File: src/rtl/rr_grant_arbiter4.sv
`default_nettype none
// ============================================================================
// Module      : rr_grant_arbiter4
// Description : Four-way round-robin arbiter with a registered one-hot grant
//               and its binary index. The holder keeps the grant while it
//               requests. When MAX_HOLD is nonzero and others are waiting,
//               the holder is forced off after MAX_HOLD consecutive cycles,
//               and preempt flags that handoff.
// Ports       : clk       - clock, rising edge
//               rst       - asynchronous active-high reset
//               req[3:0]  - request vector, one bit per requester
//               gnt[3:0]  - registered one-hot grant, zero when idle
//               gnt_id    - index of the granted requester (valid with gnt_valid)
//               gnt_valid - high when any grant bit is set
//               preempt   - one-cycle pulse on a grant forced by hold expiry
// Revision    : 1.0 - initial release
// ============================================================================
module rr_grant_arbiter4 #(
    parameter int MAX_HOLD = 8
) (
    input  logic       clk,
    input  logic       rst,
    input  logic [3:0] req,
    output logic [3:0] gnt,
    output logic [1:0] gnt_id,
    output logic       gnt_valid,
    output logic       preempt
);

    localparam logic [0:0] c_st_idle  = 1'b0;
    localparam logic [0:0] c_st_grant = 1'b1;

    // Value of the hold counter on the holder's last allowed cycle.
    localparam logic [7:0] c_hold_last = (MAX_HOLD == 0) ? 8'd0 : 8'(MAX_HOLD - 1);
    localparam bit         c_limit_on  = (MAX_HOLD != 0);

    logic [0:0] r_state;
    logic [1:0] r_ptr;
    logic [7:0] r_hold_cnt;
    logic [3:0] r_gnt;
    logic [1:0] r_gnt_id;
    logic       r_gnt_valid;
    logic       r_preempt;

    logic [3:0] w_other;
    logic       w_holder_req;
    logic       w_hold_exp;
    logic [3:0] w_src;
    logic [1:0] w_pick_idx;
    logic       w_pick_found;
    logic [1:0] w_cand;

    // While granting, r_gnt is onehot(holder), so masking with it removes the holder.
    assign w_other      = req & ~r_gnt;
    assign w_holder_req = |(req & r_gnt);
    assign w_hold_exp   = c_limit_on && (r_hold_cnt == c_hold_last);

    // One search unit serves both states: in IDLE it scans all requests,
    // in GRANT it scans only the non-holders.
    always_comb begin
        w_src        = (r_state == c_st_idle) ? req : w_other;
        w_pick_idx   = r_ptr;
        w_pick_found = 1'b0;
        w_cand       = r_ptr;
        // Scan from the farthest offset down so the closest to r_ptr wins.
        for (int k = 3; k >= 0; k--) begin
            w_cand = r_ptr + 2'(k);
            if (w_src[w_cand]) begin
                w_pick_idx   = w_cand;
                w_pick_found = 1'b1;
            end
        end
    end

    always_ff @(posedge clk or posedge rst) begin
        if (rst) begin
            r_state     <= c_st_idle;
            r_ptr       <= 2'd0;
            r_hold_cnt  <= 8'd0;
            r_gnt       <= 4'b0000;
            r_gnt_id    <= 2'd0;
            r_gnt_valid <= 1'b0;
            r_preempt   <= 1'b0;
        end else begin
            r_preempt <= 1'b0;
            if (r_state == c_st_idle) begin
                if (w_pick_found) begin
                    r_state     <= c_st_grant;
                    r_gnt       <= 4'b0001 << w_pick_idx;
                    r_gnt_id    <= w_pick_idx;
                    r_gnt_valid <= 1'b1;
                    r_ptr       <= w_pick_idx + 2'd1;
                    r_hold_cnt  <= 8'd0;
                end
            end else begin
                if (!w_holder_req) begin
                    if (w_pick_found) begin
                        // Direct handoff, no idle bubble.
                        r_gnt       <= 4'b0001 << w_pick_idx;
                        r_gnt_id    <= w_pick_idx;
                        r_ptr       <= w_pick_idx + 2'd1;
                        r_hold_cnt  <= 8'd0;
                    end else begin
                        // Pointer already sits one past the old holder.
                        r_state     <= c_st_idle;
                        r_gnt       <= 4'b0000;
                        r_gnt_id    <= 2'd0;
                        r_gnt_valid <= 1'b0;
                        r_hold_cnt  <= 8'd0;
                    end
                end else if (w_hold_exp) begin
                    if (w_pick_found) begin
                        r_gnt       <= 4'b0001 << w_pick_idx;
                        r_gnt_id    <= w_pick_idx;
                        r_ptr       <= w_pick_idx + 2'd1;
                        r_hold_cnt  <= 8'd0;
                        r_preempt   <= 1'b1;
                    end else begin
                        // Uncontended: keep the grant and restart the window.
                        r_hold_cnt  <= 8'd0;
                    end
                end else if (r_hold_cnt != 8'hFF) begin
                    r_hold_cnt <= r_hold_cnt + 8'd1;
                end
            end
        end
    end

    assign gnt       = r_gnt;
    assign gnt_id    = r_gnt_id;
    assign gnt_valid = r_gnt_valid;
    assign preempt   = r_preempt;

endmodule
`default_nettype wire

File: config.mk
export PLATFORM = sky130hd
export DESIGN_NAME = rr_grant_arbiter4
export DESIGN_NICKNAME = d
export VERILOG_FILES = /design/src/rtl/rr_grant_arbiter4.sv
export SDC_FILE = /design/constraint.sdc
export NUM_CORES = 1
export LEC_CHECK = 0
export ABC_CLOCK_PERIOD_IN_PS = 2500
export CORE_MARGIN = 4
export CORE_UTILIZATION = 41
export CTS_BUF_LIST = sky130_fd_sc_hd__clkbuf_4
export CTS_CLUSTER_DIAMETER = 30
export DETAILED_ROUTE_END_ITERATION = 8
export PLACE_DENSITY_LB_ADDON = 0.2
export SLEW_MARGIN = 20
export SYNTH_ARGS = -nofsm -noshare
export SYNTH_HDL_FRONTEND = slang
export SYNTH_SLANG_ARGS = --single-unit
export TNS_END_PERCENT = 5
File: constraint.sdc
create_clock -name clk -period 2.5 [get_ports clk]
set_clock_uncertainty 0.2 [all_clocks]
set_input_delay 0.375 -clock clk [delete_from_list [all_inputs] [get_ports clk]]
set_output_delay 0.375 -clock clk [all_outputs]
set_load 0.01 [all_outputs]
==> flow_summary.json <==
{
  "status": "finished, final reports clean",
  "setup-tns-final_ps": 0,
  "yosys_warnings": 0,
  "drt_iter0_markers": 44,
  "grt_max_degree": 20,
  "detail_route.wirelength.met1_um": 1160,
  "globalRoute.totalOverflow": 0,
  "cts_tree": "yes",
  "syn_inst": 111,
  "dp_worst_setup_slack_ps": 12.5,
  "cap_violations": 0,
  "endpoint_kind": "register",
  "clockRootBuffer": "clkbuf_4",
  "setup_slack_ps": 250,
  "synth_flop_cell": "dfrtp_1",
  "synth_edf_count": 0,
  "synth.avg_cell_area_um2": 10.7,
  "ys_ff_latch": 19,
  "synth_area_leaders": "dfrtp_1 40%, a22oi_4 3.6%, a21o_1 3.2%",
  "drt-total-wl_um": 2440,
  "post_cts_resized": 0,
  "ios": 14,
  "seq_area_frac_synth": 0.401,
  "drive_gt1_frac": 0.209,
  "fmax_ghz": 0.444,
  "grt_pass1_wl_um": 4180,
  "crit_type": "register to register",
  "ir_drop_mv": 0.684,
  "gp_congestion": 0.844,
  "maxUsedRoutingLayer": "met4",
  "route.detailed.drc": 0,
  "synthTopCellsByCount": "19 x dfrtp_1, 10 x nor2_1, 9 x nand2_1",
  "synthesis.area_um2": 1190,
  "rsz0062_at_grt": "false",
  "clk_latency_ps": 300,
  "tightest_slew_ps": 735,
  "final_util": 0.500,
  "period_share": 0.900,
  "via_count": 943,
  "leakage_nw": 0.619,
  "vias_per_cell": 5.89,
  "cpLargestDelayFamily": "simple AND/OR/NAND/NOR gates",
  "worstPathArrival_ps": 2240,
  "cts_buffer_depth": 2,
  "crit_chain": "or4_4 > nor3_4 > a2bb2oi_4 > a31oi_4 > a22o_1",
  "hold_path.class": "primary input to async pin",
  "firstDrtPassIters": 4,
  "synth_top_cell_area_share": 0.401,
  "report.final.setup_viol": 0,
  "dp_hpwl_um": 1910,
  "dr_wl_met3_um": 113,
  "met2_length_um": 1140,
  "worst-path-max-fanout": 7,
  "cts_setup_buffers": 0,
  "yosysUniqueCellTypes": 47,
  "core_um2": 2760,
  "ant_nets": 0,
  "synth_async_sr_flop_share": 1.00,
  "slowest_delay_ps": 550,
  "required_ps": 2490,
  "antenna_cells": 0,
  "wire_per_inst_um": 15.2,
  "initial_core_util": 0.430,
  "syn2layout_area_growth_pct": 16.3,
  "track_usage": 0.145,
  "rows": 19,
  "cts.clk_slew.worst_paths_ps": 110,
  "post-synth-top-area-cell": "dfrtp_1",
  "grt_pass1_vias": 896,
  "fin_cells": 160,
  "layout_min_cycle_time_ps": 2250,
  "start_kind": "register",
  "cts_buffers": 3,
  "holdBufCountCts": 0,
  "worst_path_max_delay_cell": "or4_4",
  "nets": 137,
  "finalHoldViolCount": 0,
  "clock_sinks": 19,
  "antenna_found_initial": 0,
  "synth_nets": 118,
  "slew_violations": 0,
  "cellPowerDensity_nw_per_um2": 999,
  "die_h_um": 61.8,
  "die_area_um2": 3820,
  "port_buffers": 13,
  "critPathBufInv": 0,
  "die_x_um": 61.8,
  "yosysMostFrequentCell": "dfrtp_1",
  "htreeDepth": 1,
  "slew_headroom": 0.509,
  "dp_cells": 156
}
## final timing paths
check / from / end / slack (ps) / depth (start not counted)
min: rst / r_hold_cnt[2]$_DFFE_PP0P_ / 280 / 2
min in group clk: gnt_id[0]$_DFFE_PP0P_ / gnt_id[0]$_DFFE_PP0P_ / 310 / 1
max reg2reg: r_hold_cnt[7]$_DFFE_PP0P_ / gnt_id[1]$_DFFE_PP0P_ / 250 / 5
max in group asynchronous: rst / r_hold_cnt[0]$_DFFE_PP0P_ / 1350 / 2
max: r_hold_cnt[7]$_DFFE_PP0P_ / gnt_id[1]$_DFFE_PP0P_ / 250 / 5
min reg2reg: gnt_id[0]$_DFFE_PP0P_ / gnt_id[0]$_DFFE_PP0P_ / 310 / 1
## sequential cells by signal, indices dropped and copies added, names as in the netlist
signal and cells:
r_hold_cnt 8, r_state 1, preempt 1, gnt_valid 1, gnt_id 2, r_ptr 2, gnt 4
## cells by family after synthesis
logic type      synth area share
compound gates             0.368
fa+ha+maj                 0.0105
buf+inv                   0.0369
flops                      0.401
simple gates               0.184
## layer usage
metal	vias up	GRT usage
met2	17	0.230
met5	-	0
met4	0	0.0273
li1	462	-
met3	4	0.0413
met1	460	0.199
## power breakdown
part           internal (mW)  switching, mW  total, mW  leakage (nW)
sequential             0.390          0.114      0.504         0.246
clock                 0.0597         0.0965      0.156        0.0177
combinational          0.363          0.355      0.718         0.355
total                  0.813          0.565       1.38         0.619
## cell type report
| cell class | instances | area [um2] |
|---|---|---|
| clock buffer | 3 | 22.5 |
| multi-input combinational | 85 | 667 |
| clock inverter | 1 | 5.00 |
| inverter | 5 | 18.8 |
| sequential | 19 | 475 |
| timing repair buffer | 16 | 153 |
| tap | 31 | 38.8 |
| fill | 262 | 1380 |
## cell usage in the layout, fill, tap and decap left out, types with 4 or more instances in the layout
cell type        synthesis  routed
nand3_1                  4       4
dfrtp_1                 19      19
nor3_1                   4       4
nand2_1                  9       9
nor2_1                  10      10
a21o_1                   5       5
o21ai_0                  6       6
inv_1                    5       5
clkdlybuf4s50_1          0      13
## per-stage QoR
stage | instance area (um2) | total power [mW] | hold WS, ps
floorplan | 1190 | 1.01 | 126
global placement | 1350 | 1.22 | 271
detailed placement | 1350 | 1.23 | 297
CTS | 1380 | 1.39 | 296
global route | 1380 | 1.47 | 337
finish | 1380 | 1.38 | 283
No activity file was read; power rests on OpenSTA's default activity.
